--- src/rtl/mem_port_arbiter.sv ---
// Two-way round-robin arbiter that owns the single memory port, sequencing
// each access over MEM_LAT strobe cycles followed by a one-cycle acknowledge.
module mem_port_arbiter #(
  parameter int ADDR_W  = 16,
  parameter int DATA_W  = 8,
  parameter int MEM_LAT = 1
) (
  input  logic              clk,
  input  logic              rst,
  input  logic              cpu_req,
  input  logic              cpu_we,
  input  logic [ADDR_W-1:0] cpu_addr,
  input  logic [DATA_W-1:0] cpu_wdata,
  output logic              cpu_ack,
  input  logic              pnl_req,
  input  logic              pnl_we,
  input  logic [ADDR_W-1:0] pnl_addr,
  input  logic [DATA_W-1:0] pnl_wdata,
  output logic              pnl_ack,
  input  logic              pnl_en,
  output logic [DATA_W-1:0] rdata,
  output logic              mem_read,
  output logic              mem_write,
  output logic [ADDR_W-1:0] mem_addr,
  output logic [DATA_W-1:0] mem_wdata,
  input  logic [DATA_W-1:0] mem_rdata,
  output logic              owner,
  output logic              busy
);

  typedef enum logic [1:0] {
    S_IDLE   = 2'd0,
    S_ACCESS = 2'd1,
    S_ACK    = 2'd2
  } state_t;

  localparam logic [3:0] LAT_M1 = 4'(MEM_LAT - 1);

  state_t            state_q, state_d;
  logic [3:0]        cnt_q, cnt_d;
  logic              rr_q, rr_d;
  logic              owner_q, owner_d;
  logic              busy_q, busy_d;
  logic              mem_read_q, mem_read_d;
  logic              mem_write_q, mem_write_d;
  logic [ADDR_W-1:0] mem_addr_q, mem_addr_d;
  logic [DATA_W-1:0] mem_wdata_q, mem_wdata_d;
  logic [DATA_W-1:0] rdata_q, rdata_d;
  logic              cpu_ack_q, cpu_ack_d;
  logic              pnl_ack_q, pnl_ack_d;

  logic              pnl_elig;
  logic              grant_pnl;
  logic              grant_we;

  assign pnl_elig = pnl_req & pnl_en;

  // rr_q = 1 means the panel wins the next tie, i.e. the CPU owned the last grant.
  assign grant_pnl = pnl_elig & (~cpu_req | rr_q);
  assign grant_we  = grant_pnl ? pnl_we : cpu_we;

  always_comb begin
    state_d     = state_q;
    cnt_d       = cnt_q;
    rr_d        = rr_q;
    owner_d     = owner_q;
    busy_d      = busy_q;
    mem_read_d  = mem_read_q;
    mem_write_d = mem_write_q;
    mem_addr_d  = mem_addr_q;
    mem_wdata_d = mem_wdata_q;
    rdata_d     = rdata_q;
    cpu_ack_d   = 1'b0;
    pnl_ack_d   = 1'b0;

    case (state_q)
      S_IDLE: begin
        if (cpu_req || pnl_elig) begin
          owner_d     = grant_pnl;
          rr_d        = ~grant_pnl;
          mem_addr_d  = grant_pnl ? pnl_addr : cpu_addr;
          mem_wdata_d = grant_pnl ? pnl_wdata : cpu_wdata;
          mem_read_d  = ~grant_we;
          mem_write_d = grant_we;
          cnt_d       = LAT_M1;
          busy_d      = 1'b1;
          state_d     = S_ACCESS;
        end
      end

      S_ACCESS: begin
        if (cnt_q == 4'd0) begin
          if (mem_read_q) begin
            rdata_d = mem_rdata;
          end
          mem_read_d  = 1'b0;
          mem_write_d = 1'b0;
          cpu_ack_d   = ~owner_q;
          pnl_ack_d   = owner_q;
          state_d     = S_ACK;
        end else begin
          cnt_d = cnt_q - 4'd1;
        end
      end

      S_ACK: begin
        busy_d  = 1'b0;
        state_d = S_IDLE;
      end

      default: begin
        mem_read_d  = 1'b0;
        mem_write_d = 1'b0;
        busy_d      = 1'b0;
        state_d     = S_IDLE;
      end
    endcase
  end

  always_ff @(posedge clk or negedge rst) begin
    if (!rst) begin
      state_q     <= S_IDLE;
      cnt_q       <= 4'd0;
      rr_q        <= 1'b0;
      owner_q     <= 1'b0;
      busy_q      <= 1'b0;
      mem_read_q  <= 1'b0;
      mem_write_q <= 1'b0;
      mem_addr_q  <= '0;
      mem_wdata_q <= '0;
      rdata_q     <= '0;
      cpu_ack_q   <= 1'b0;
      pnl_ack_q   <= 1'b0;
    end else begin
      state_q     <= state_d;
      cnt_q       <= cnt_d;
      rr_q        <= rr_d;
      owner_q     <= owner_d;
      busy_q      <= busy_d;
      mem_read_q  <= mem_read_d;
      mem_write_q <= mem_write_d;
      mem_addr_q  <= mem_addr_d;
      mem_wdata_q <= mem_wdata_d;
      rdata_q     <= rdata_d;
      cpu_ack_q   <= cpu_ack_d;
      pnl_ack_q   <= pnl_ack_d;
    end
  end

  assign cpu_ack   = cpu_ack_q;
  assign pnl_ack   = pnl_ack_q;
  assign rdata     = rdata_q;
  assign mem_read  = mem_read_q;
  assign mem_write = mem_write_q;
  assign mem_addr  = mem_addr_q;
  assign mem_wdata = mem_wdata_q;
  assign owner     = owner_q;
  assign busy      = busy_q;

endmodule

--- config.mk ---
export PLATFORM = sky130hd
export DESIGN_NAME = mem_port_arbiter
export DESIGN_NICKNAME = d
export VERILOG_FILES = /design/src/rtl/mem_port_arbiter.sv
export SDC_FILE = /design/constraint.sdc
export NUM_CORES = 1
export LEC_CHECK = 0
export BUFFER_PORTS_ARGS = -buffer_cell sky130_fd_sc_hd__buf_4
export CAP_MARGIN = 20
export CELL_PAD_IN_SITES_DETAIL_PLACEMENT = 1
export CELL_PAD_IN_SITES_GLOBAL_PLACEMENT = 2
export CORE_MARGIN = 2
export CORE_UTILIZATION = 24
export CTS_CLUSTER_SIZE = 30
export DETAILED_ROUTE_END_ITERATION = 8
export PLACE_DENSITY_LB_ADDON = 0.1
export SYNTH_ARGS = -nofsm -noshare
export SYNTH_HDL_FRONTEND = slang
export SYNTH_SLANG_ARGS = --single-unit
--- constraint.sdc ---
create_clock -name clk -period 1.5 [get_ports clk]
set_input_delay 0.3 -clock clk [delete_from_list [all_inputs] [get_ports clk]]
set_output_delay 0.3 -clock clk [all_outputs]
set_load 0.05 [all_outputs]
==> results of run 1 <==
[flip-flops by register name, summed over array words and instances, names as in the netlist]
register / cells
pnl_ack: 1
rdata: 8
mem_read: 1
mem_addr: 16
mem_write: 1
owner: 1
state_q: 2
cpu_ack: 1
cnt_q: 4
busy: 1
mem_wdata: 8
rr_q: 1
[worst reg2reg max path: stages (launching register included)]
cell     delay [ps]
dfrtp_1         390
inv_2            80
ha_4            130
nor3b_4         200
and3_4          310
mux2_4          320
[cell families (layout without fill, tap and decap cells)]
kind of cell	count (synthesis)	after routing	share of synthesized area [%]
flops	45	45	56.6
compound gates	45	45	17.0
mux	9	9	5.03
buf+inv	15	126	5.16
simple gates	65	65	15.1
fa+ha+maj	1	1	0.629
xor+xnor	1	1	0.440
[power groups by stage]
stage / logic [mW] / registers (mW) / clock network, mW
3_3_place_gp: 4.38 / 2.13 / 0
4_1_cts: 4.42 / 2.13 / 0.752
6_report: 4.42 / 2.12 / 0.690
5_1_grt: 4.77 / 2.20 / 0.791
2_1_floorplan: 1.32 / 3.74 / 0
3_5_place_dp: 4.39 / 2.15 / 0
[area by class of cell]
cell class	count	area (um2)	area share [%]
inverter	5	18.8	0.611
sequential	45	1130	36.7
tap	105	131	4.28
clock inverter	1	5.00	0.163
multi-input combinational	121	817	26.6
clock buffer	5	68.8	2.24
timing repair buffer	115	903	29.4
[layer usage]
layer,vias up,GRT usage [%],routed length [um]
li1,848,-,-
met1,831,15.2,2260
met2,64,21.0,2690
met3,8,4.35,444
met4,0,3.26,60
met5,-,0,0
[what timing repair did]
action | CTS | global route
pin swaps | 1 | 3
buffers inserted | 2 | 1
setup endpoints to repair | 8 | 25
resized for setup | 1 | 8
[path summary, 6_finish.rpt]
| check | cells past startpoint | slack, ps | to |
|---|---|---|---|
| max | 5 | -40 | rdata[6] |
| min | 1 | 2 | cnt_q[2] |
| max reg2reg | 5 | -40 | rdata[6] |
| min reg2reg | 2 | 470 | mem_addr[3] |
| max in group asynchronous | 1 | 1070 | state_q[1] |
| min in group clk | 3 | 230 | mem_addr[12] |
[metrics by stage]
step | setup slack, ps | power, mW | cells | utilization, % | hold WS (ps)
floorplan | -83.5 | 5.07 | 181 | - | 4.41
global placement | -19.8 | 6.52 | 389 | 36.5 | 354
detailed placement | -61.9 | 6.54 | 389 | 36.5 | 352
CTS | -15.1 | 7.30 | 396 | 37.4 | 25.9
global route | -97.2 | 7.76 | 397 | 37.8 | 48.4
finish | -41.8 | 7.23 | 397 | 37.8 | 2.20
[cell usage after synthesis, drive strengths merged]
cell / n
ha: 1
a22o: 2
nand4b: 1
buf: 9
nor3: 1
o21ai: 6
nor4: 1
a22oi: 24
a21oi: 5
and2: 1
dfrtp: 45
mux2i: 1
o211a: 1
nand2b: 2
xnor2: 1
a211oi: 1
a21o: 3
nor3b: 1
mux2: 8
clkbuf: 1
nor2b: 2
nor2: 1
a2111oi: 1
inv: 5
and3: 2
or2: 1
nand2: 50
o22ai: 1
or3: 2
a21bo: 1
==> results.cfg, run 1 <==
[status]
status = finished, violations left
violations = negative setup slack

[clocking]
cts_root_buf = clkbuf_8
clkTransAtPathRegs_ps = 80
numCtsBuffers = 5
ctsHoldBuffers = 0
h-tree-depth = 2
cts_tree = built
cts.sinks = 45
clockBufferDepth = 2
clk_latency_ps = 290

[detailed_routing]
vias = 1751
drt_iter0_markers = 47
postRouteWirelength_um = 5450
remaining_drc_errors = 0
avgRoutedWirePerCell_um = 13.7
ant_nets = 0
vias_per_cell = 4.41
first_pass_iters = 4

[power_and_ir_drop]
power.internal_mw = 3.73
p_leak_nw = 1.58
power_density_nw_per_um2 = 2350
switching_share_pct = 48.5
peakVddDrop_mv = 0.798
clock_power_share_pct = 9.5
p_switching_mw = 3.51
power_frac_seq_pct = 29.3
p_comb_share_pct = 61.2

[logic_synthesis]
yosysTopAreaCell = dfrtp_1
ys_seq_area_share_pct = 56.6
synth_seq_cells = 45
syn_nets = 245
synth_cells = 181
syn_avg_cell_area_um2 = 11.0
synth.distinct_cells = 36
yosysTopAreaCellShare_pct = 56.6
netlist_area_um2 = 1990
yosys-top-cells-area = dfrtp_1 57%, nand2_1 9.4%, a22oi_1 9.1%, buf_6 2.3%, mux2_1 2.3%
ys_warn_count = 0

[grt]
grt_pass1_vias = 1779
grt_max_degree = 46
grt_pass1_wl_um = 8670
grt.total_usage_pct = 12.4
antenna_found_initial = 0
grt_overflow = 0

[timing]
setup_tns_ps = -301
maxSlewHeadroom_pct = 61.2
worst_slew_pin_slew_ps = 582
drv_slew = 0
period_needed_ps = 1540
rsz0062_at_grt = yes
worst_slack_ps = -41.8
max_freq_ghz = 0.649
setup_viol = 8
post-route-period-util_pct = 103
clock_skew_ps = 3.89
hold_violations = 0

[critical_path]
crit_type = register to register
cp-end-kind = register
critPathLaunchType = register
slowest_delay_ps = 390
critPathTopFamily = simple AND/OR/NAND/NOR gates
reg2reg_from = cnt_q[0]
crit_fanout = 8
cp_cell_sequence = inv_2 > ha_4 > nor3b_4 > and3_4 > mux2_4
crit_required_ps = 1680
path_buf_inv = 1
cp_slowest_cell = dfrtp_1
cp.arrival_ps = 1720
crit_start = cnt_q[0]

[die]
die_x_um = 95.0
die_h_um = 95.0
core_um2 = 8130
io-pin-count = 101
num_rows = 33
die_area_um2 = 9030
initial_utilization_pct = 24.5

[placed_design]
port_buffers = 100
dpl.hpwl_um = 4120
gp_congestion = 0.737
post_dp_cell_area_um2 = 2970

[final_layout]
num_antenna_cells = 0
area_delta_synth_final_pct = 54.4
fin_nets = 357
nFillCells = 930
final_common_cell = buf_4
mostFrequentLayoutCells = 109 x buf_4, 50 x nand2_1, 44 x dfrtp_1
design_area_um2 = 3070
drive_gt1_share_pct = 49.3

[run]
cap_violations = 0

[hold_path]
hp-class = input port to async pin
Power figures use the tool's default switching activity.
==> run 2, diff against run 1 <==
--- a/config.mk
+++ b/config.mk
@@ -8,9 +8,9 @@
 export BUFFER_PORTS_ARGS = -buffer_cell sky130_fd_sc_hd__buf_4
 export CAP_MARGIN = 20
 export CELL_PAD_IN_SITES_DETAIL_PLACEMENT = 1
-export CELL_PAD_IN_SITES_GLOBAL_PLACEMENT = 2
+export CELL_PAD_IN_SITES_GLOBAL_PLACEMENT = 1
 export CORE_MARGIN = 2
-export CORE_UTILIZATION = 24
+export CORE_UTILIZATION = 30
 export CTS_CLUSTER_SIZE = 30
 export DETAILED_ROUTE_END_ITERATION = 8
 export PLACE_DENSITY_LB_ADDON = 0.1
==> results.cfg, run 2 (synthesized netlist as in run 1, its figures left out) <==
[die]
die_h_um = 85.4
initial_utilization_pct = 31.2
num_rows = 29
die_area_um2 = 7300
die_x_um = 85.4
io-pin-count = 101
core_um2 = 6390

[critical_path]
cp.arrival_ps = 1720
critPathLaunchType = register
endpoint = rdata[4]
crit_type = register to register
crit_start = cnt_q[0]
crit_required_ps = 1680
r2r-end = rdata[4]
crit_fanout = 8
rr_worst_depth = 6
cp-end-kind = register
reg2reg_from = cnt_q[0]
r2r_setup_slack_ps = -40

[timing]
drv_slew = 0
setup_viol = 8
max_freq_ghz = 0.651
post-route-period-util_pct = 102
hold_violations = 9
worst_slack_ps = -36.6
period_needed_ps = 1540
rsz0062_at_grt = yes
worst_slew_pin_slew_ps = 572
whs_ps = -11.2
maxSlewHeadroom_pct = 61.9
setup_tns_ps = -225
clock_skew_ps = 9.98

[power_and_ir_drop]
p_leak_nw = 1.60
power_density_nw_per_um2 = 2420
peakVddDrop_mv = 0.997
clock_power_share_pct = 12.8
switching_share_pct = 47.4
power_frac_seq_pct = 28.6
power.total_mw = 7.43
power.internal_mw = 3.91
p_switching_mw = 3.52
p_comb_share_pct = 58.6

[clocking]
cts_tree = built
clkTransAtPathRegs_ps = 90
cts_root_buf = clkbuf_8
numCtsBuffers = 5
cts.sinks = 45
clk_latency_ps = 300
h-tree-depth = 2
clockBufferDepth = 2

[run]
cap_violations = 0

[placed_design]
port_buffers = 100
gp_congestion = 0.722
dpl.hpwl_um = 4120

[final_layout]
largest_reg_flops = 16
mostFrequentLayoutCells = 114 x buf_4, 50 x nand2_1, 44 x dfrtp_1
final_common_cell = buf_4
fin_nets = 358
drive_gt1_share_pct = 48.8
num_antenna_cells = 0
area_delta_synth_final_pct = 54.0
nFillCells = 738

[status]
status = finished, violations left
violations = negative hold slack, negative setup slack

[grt]
grt.total_usage_pct = 15.9
grt_overflow = 0
grt_max_degree = 46
grt_pass1_wl_um = 9160
antenna_found_initial = 0
grt_pass1_vias = 1935

[detailed_routing]
ant_nets = 0
vias = 1759
postRouteWirelength_um = 5440
vias_per_cell = 4.73
avgRoutedWirePerCell_um = 14.6
drt_iter0_markers = 43
remaining_drc_errors = 0
first_pass_iters = 4

[hold_path]
hp-class = input port to async pin
==> run 2: critical path: stages (launching register included) <==
cell and delay [ps]:
dfrtp_1 390, inv_2 80, ha_4 130, nor3b_4 180, and3_4 210, buf_12 130
mux2_4 300
==> run 2: what timing repair did <==
action | 4_1_cts | 5_1_grt
gates resized for setup | 1 | 2
hold buffers | 0 | 0
pin swaps | 2 | 0
endpoints found under the setup margin | 9 | 13
buffers inserted | 1 | 3
==> run 2: power by group through the flow <==
stage                     clock network (mW)  logic [mW]  registers [mW]
after floorplan                            0        1.32            3.74
after CTS                              0.986        4.38            2.13
after detailed placement                   0        4.35            2.15
after global placement                     0        4.29            2.13
final                                  0.950        4.35            2.13
after global routing                    1.03        4.68            2.21
==> run 2: how the worst min path moves through the flow <==
stage	startpoint	end	slack, ps
2_1_floorplan	rst	busy	4
3_3_place_gp	rst	cpu_ack	340
3_5_place_dp	rst	cpu_ack	350
4_1_cts	rst	cpu_ack	20
5_1_grt	rst	cpu_ack	40
6_report	rst	cpu_ack	-10
==> run 2: cell type report <==
class                   count  area, um2  share of cell area [%]
inverters                   5       18.8                   0.613
multi-input cells         121        808                    26.4
well taps                  77       96.3                    3.15
clock buffers               7       86.3                    2.82
clock inverters             1       30.0                   0.980
flip-flops and latches     45       1130                    36.8
repair buffers            116        896                    29.2
==> run 2: metal layers <==
layer  GRT usage (%)  vias up  wire length (um)
met5               0        -                 0
met4            6.35        0               112
met3            4.96        9               401
met2            27.6       60              2730
met1            18.2      839              2200
li1                -      851                 -
==> run 2: through the flow <==
step / utilization, % / hold slack (ps) / instance area [um2] / std cells / setup WS [ps]
2_1_floorplan: - / 4.41 / 2030 / 181 / -83.5
3_3_place_gp: 45.6 / 342 / 2910 / 360 / -6.78
3_5_place_dp: 45.6 / 348 / 2910 / 360 / -46.7
4_1_cts: 47.6 / 15.0 / 3040 / 369 / -39.4
5_1_grt: 48.0 / 40.7 / 3060 / 372 / -135
6_report: 48.0 / -11.2 / 3060 / 372 / -36.6
==> run 3, diff against run 2 <==
==> constraint.sdc (replaced) <==
create_clock -name clk -period 2 [get_ports clk]
set_input_delay 0.4 -clock clk [delete_from_list [all_inputs] [get_ports clk]]
set_output_delay 0.4 -clock clk [all_outputs]
set_load 0.05 [all_outputs]
==> results.cfg, run 3 (synthesized netlist as in run 1, its figures left out) <==
[final_layout]
drive_gt1_share_pct = 44.4
regArea_um2 = 1130
area_delta_synth_final_pct = 47.7
final_core_util_pct = 46.0
fin_nets = 349
largest_reg_flops = 16
num_antenna_cells = 0
mostFrequentLayoutCells = 107 x buf_4, 50 x nand2_1, 45 x dfrtp_1
nFillCells = 727
final_common_cell = buf_4
multi_input_area_um2 = 761

[timing]
drv_slew = 0
max_freq_ghz = 0.555
hold_violations = 0
rsz0062_at_grt = no
setup_viol = 0
post-route-period-util_pct = 90.1
worst_slew_pin_slew_ps = 809
maxSlewHeadroom_pct = 46.0
clock_skew_ps = 2.02
worst_slack_ps = 198
setup_tns_ps = 0
whs_ps = 87.5
period_needed_ps = 1800

[power_and_ir_drop]
clock_power_share_pct = 14.8
peakVddDrop_mv = 0.940
power_frac_seq_pct = 29.3
p_leak_nw = 1.54
p_switching_mw = 2.58
power.internal_mw = 2.83
switching_share_pct = 47.6
p_comb_share_pct = 56.0
power_density_nw_per_um2 = 1840

[clocking]
cts_root_buf = clkbuf_8
clkTransAtPathRegs_ps = 80
clockBufferDepth = 2
cts_tree = built
cts-resized-gates = 0
h-tree-depth = 2
numCtsBuffers = 5
clk_latency_ps = 290
cts.sinks = 45
ctsHoldBuffers = 0
cts_setup_buffers = 0

[detailed_routing]
postRouteWirelength_um = 5200
vias_per_cell = 4.74
ant_nets = 0
remaining_drc_errors = 0
dr_wl_met2_um = 2730
met3WireLength_um = 375
m1WireLength_um = 2050
routed.top_layer = met4
avgRoutedWirePerCell_um = 14.3
first_pass_iters = 3
vias = 1722
drt_iter0_markers = 55

[critical_path]
cp-end-kind = register
reg2reg_from = cnt_q[0]
rr_worst_depth = 5
critPathLaunchType = register
cp.arrival_ps = 1980
crit_type = register to register
crit_required_ps = 2180
r2r-end = rdata[2]
crit_fanout = 8
r2r_setup_slack_ps = 200

[die]
core_um2 = 6390
initial_utilization_pct = 31.2
die_x_um = 85.4
num_rows = 29
die_h_um = 85.4
io-pin-count = 101
die_area_um2 = 7300

[placed_design]
place_ws_ps = 208
gp_congestion = 0.713
port_buffers = 100
dpl.hpwl_um = 4030

[grt]
antenna_found_initial = 0
grt_pass1_vias = 1827
grt_max_degree = 46
grt.total_usage_pct = 14.9
grt_pass1_wl_um = 8620
grt_overflow = 0

[hold_path]
hp-class = input port to async pin

[run]
cap_violations = 0

[status]
status = finished clean
run 3: cell types whose count changed in the layout (fill, tap and decap cells not counted), sizes merged:
cell    change
buf         -9
bufinv      +1
clkinv      +1
clkbuf      -2
run 3: power by group through the flow:
stage	combinational, mW	clock, mW	sequential (mW)
6_report	3.03	0.799	1.58
4_1_cts	3.08	0.830	1.59
3_5_place_dp	3.07	0	1.61
2_1_floorplan	0.905	0	2.80
3_3_place_gp	3.05	0	1.59
5_1_grt	3.25	0.867	1.65
run 3: critical path, cell delays in order, from the launching register on:
cell and delay (ps):
dfrtp_1 390, inv_1 90, ha_1 210, nor3b_4 200, and3_1 420, mux2_2 380
run 3: through the flow:
step / total power [mW] / cells / instance area [um2]
detailed placement: 4.68 / 355 / 2810
floorplan: 3.71 / 181 / 1990
CTS: 5.51 / 363 / 2940
global route: 5.77 / 363 / 2940
global placement: 4.64 / 355 / 2810
finish: 5.41 / 363 / 2940
run 3: routing by layer:
metal,GRT usage [%],up-vias
met5,0,-
met4,4.76,0
met3,4.57,5
met2,26.3,55
met1,17.2,823
li1,-,839
run 3: worst max path at each step:
stage	from	end	slack, ps	cells after the start
after floorplan	cnt_q[0]	rdata[1]	340	6
after global placement	cnt_q[0]	rdata[1]	230	5
after detailed placement	cnt_q[0]	rdata[2]	210	5
after CTS	cnt_q[0]	rdata[2]	170	5
after global routing	cnt_q[0]	rdata[2]	40	5
final	cnt_q[0]	rdata[2]	200	5
run 3: area by class of cell:
cell class | count | share of cell area [%]
flip-flops and latches | 45 | 38.3
repair buffers | 107 | 27.3
multi-input cells | 121 | 25.9
well taps | 77 | 3.28
clock buffers | 5 | 2.34
clock inverters | 3 | 2.21
inverters | 5 | 0.639
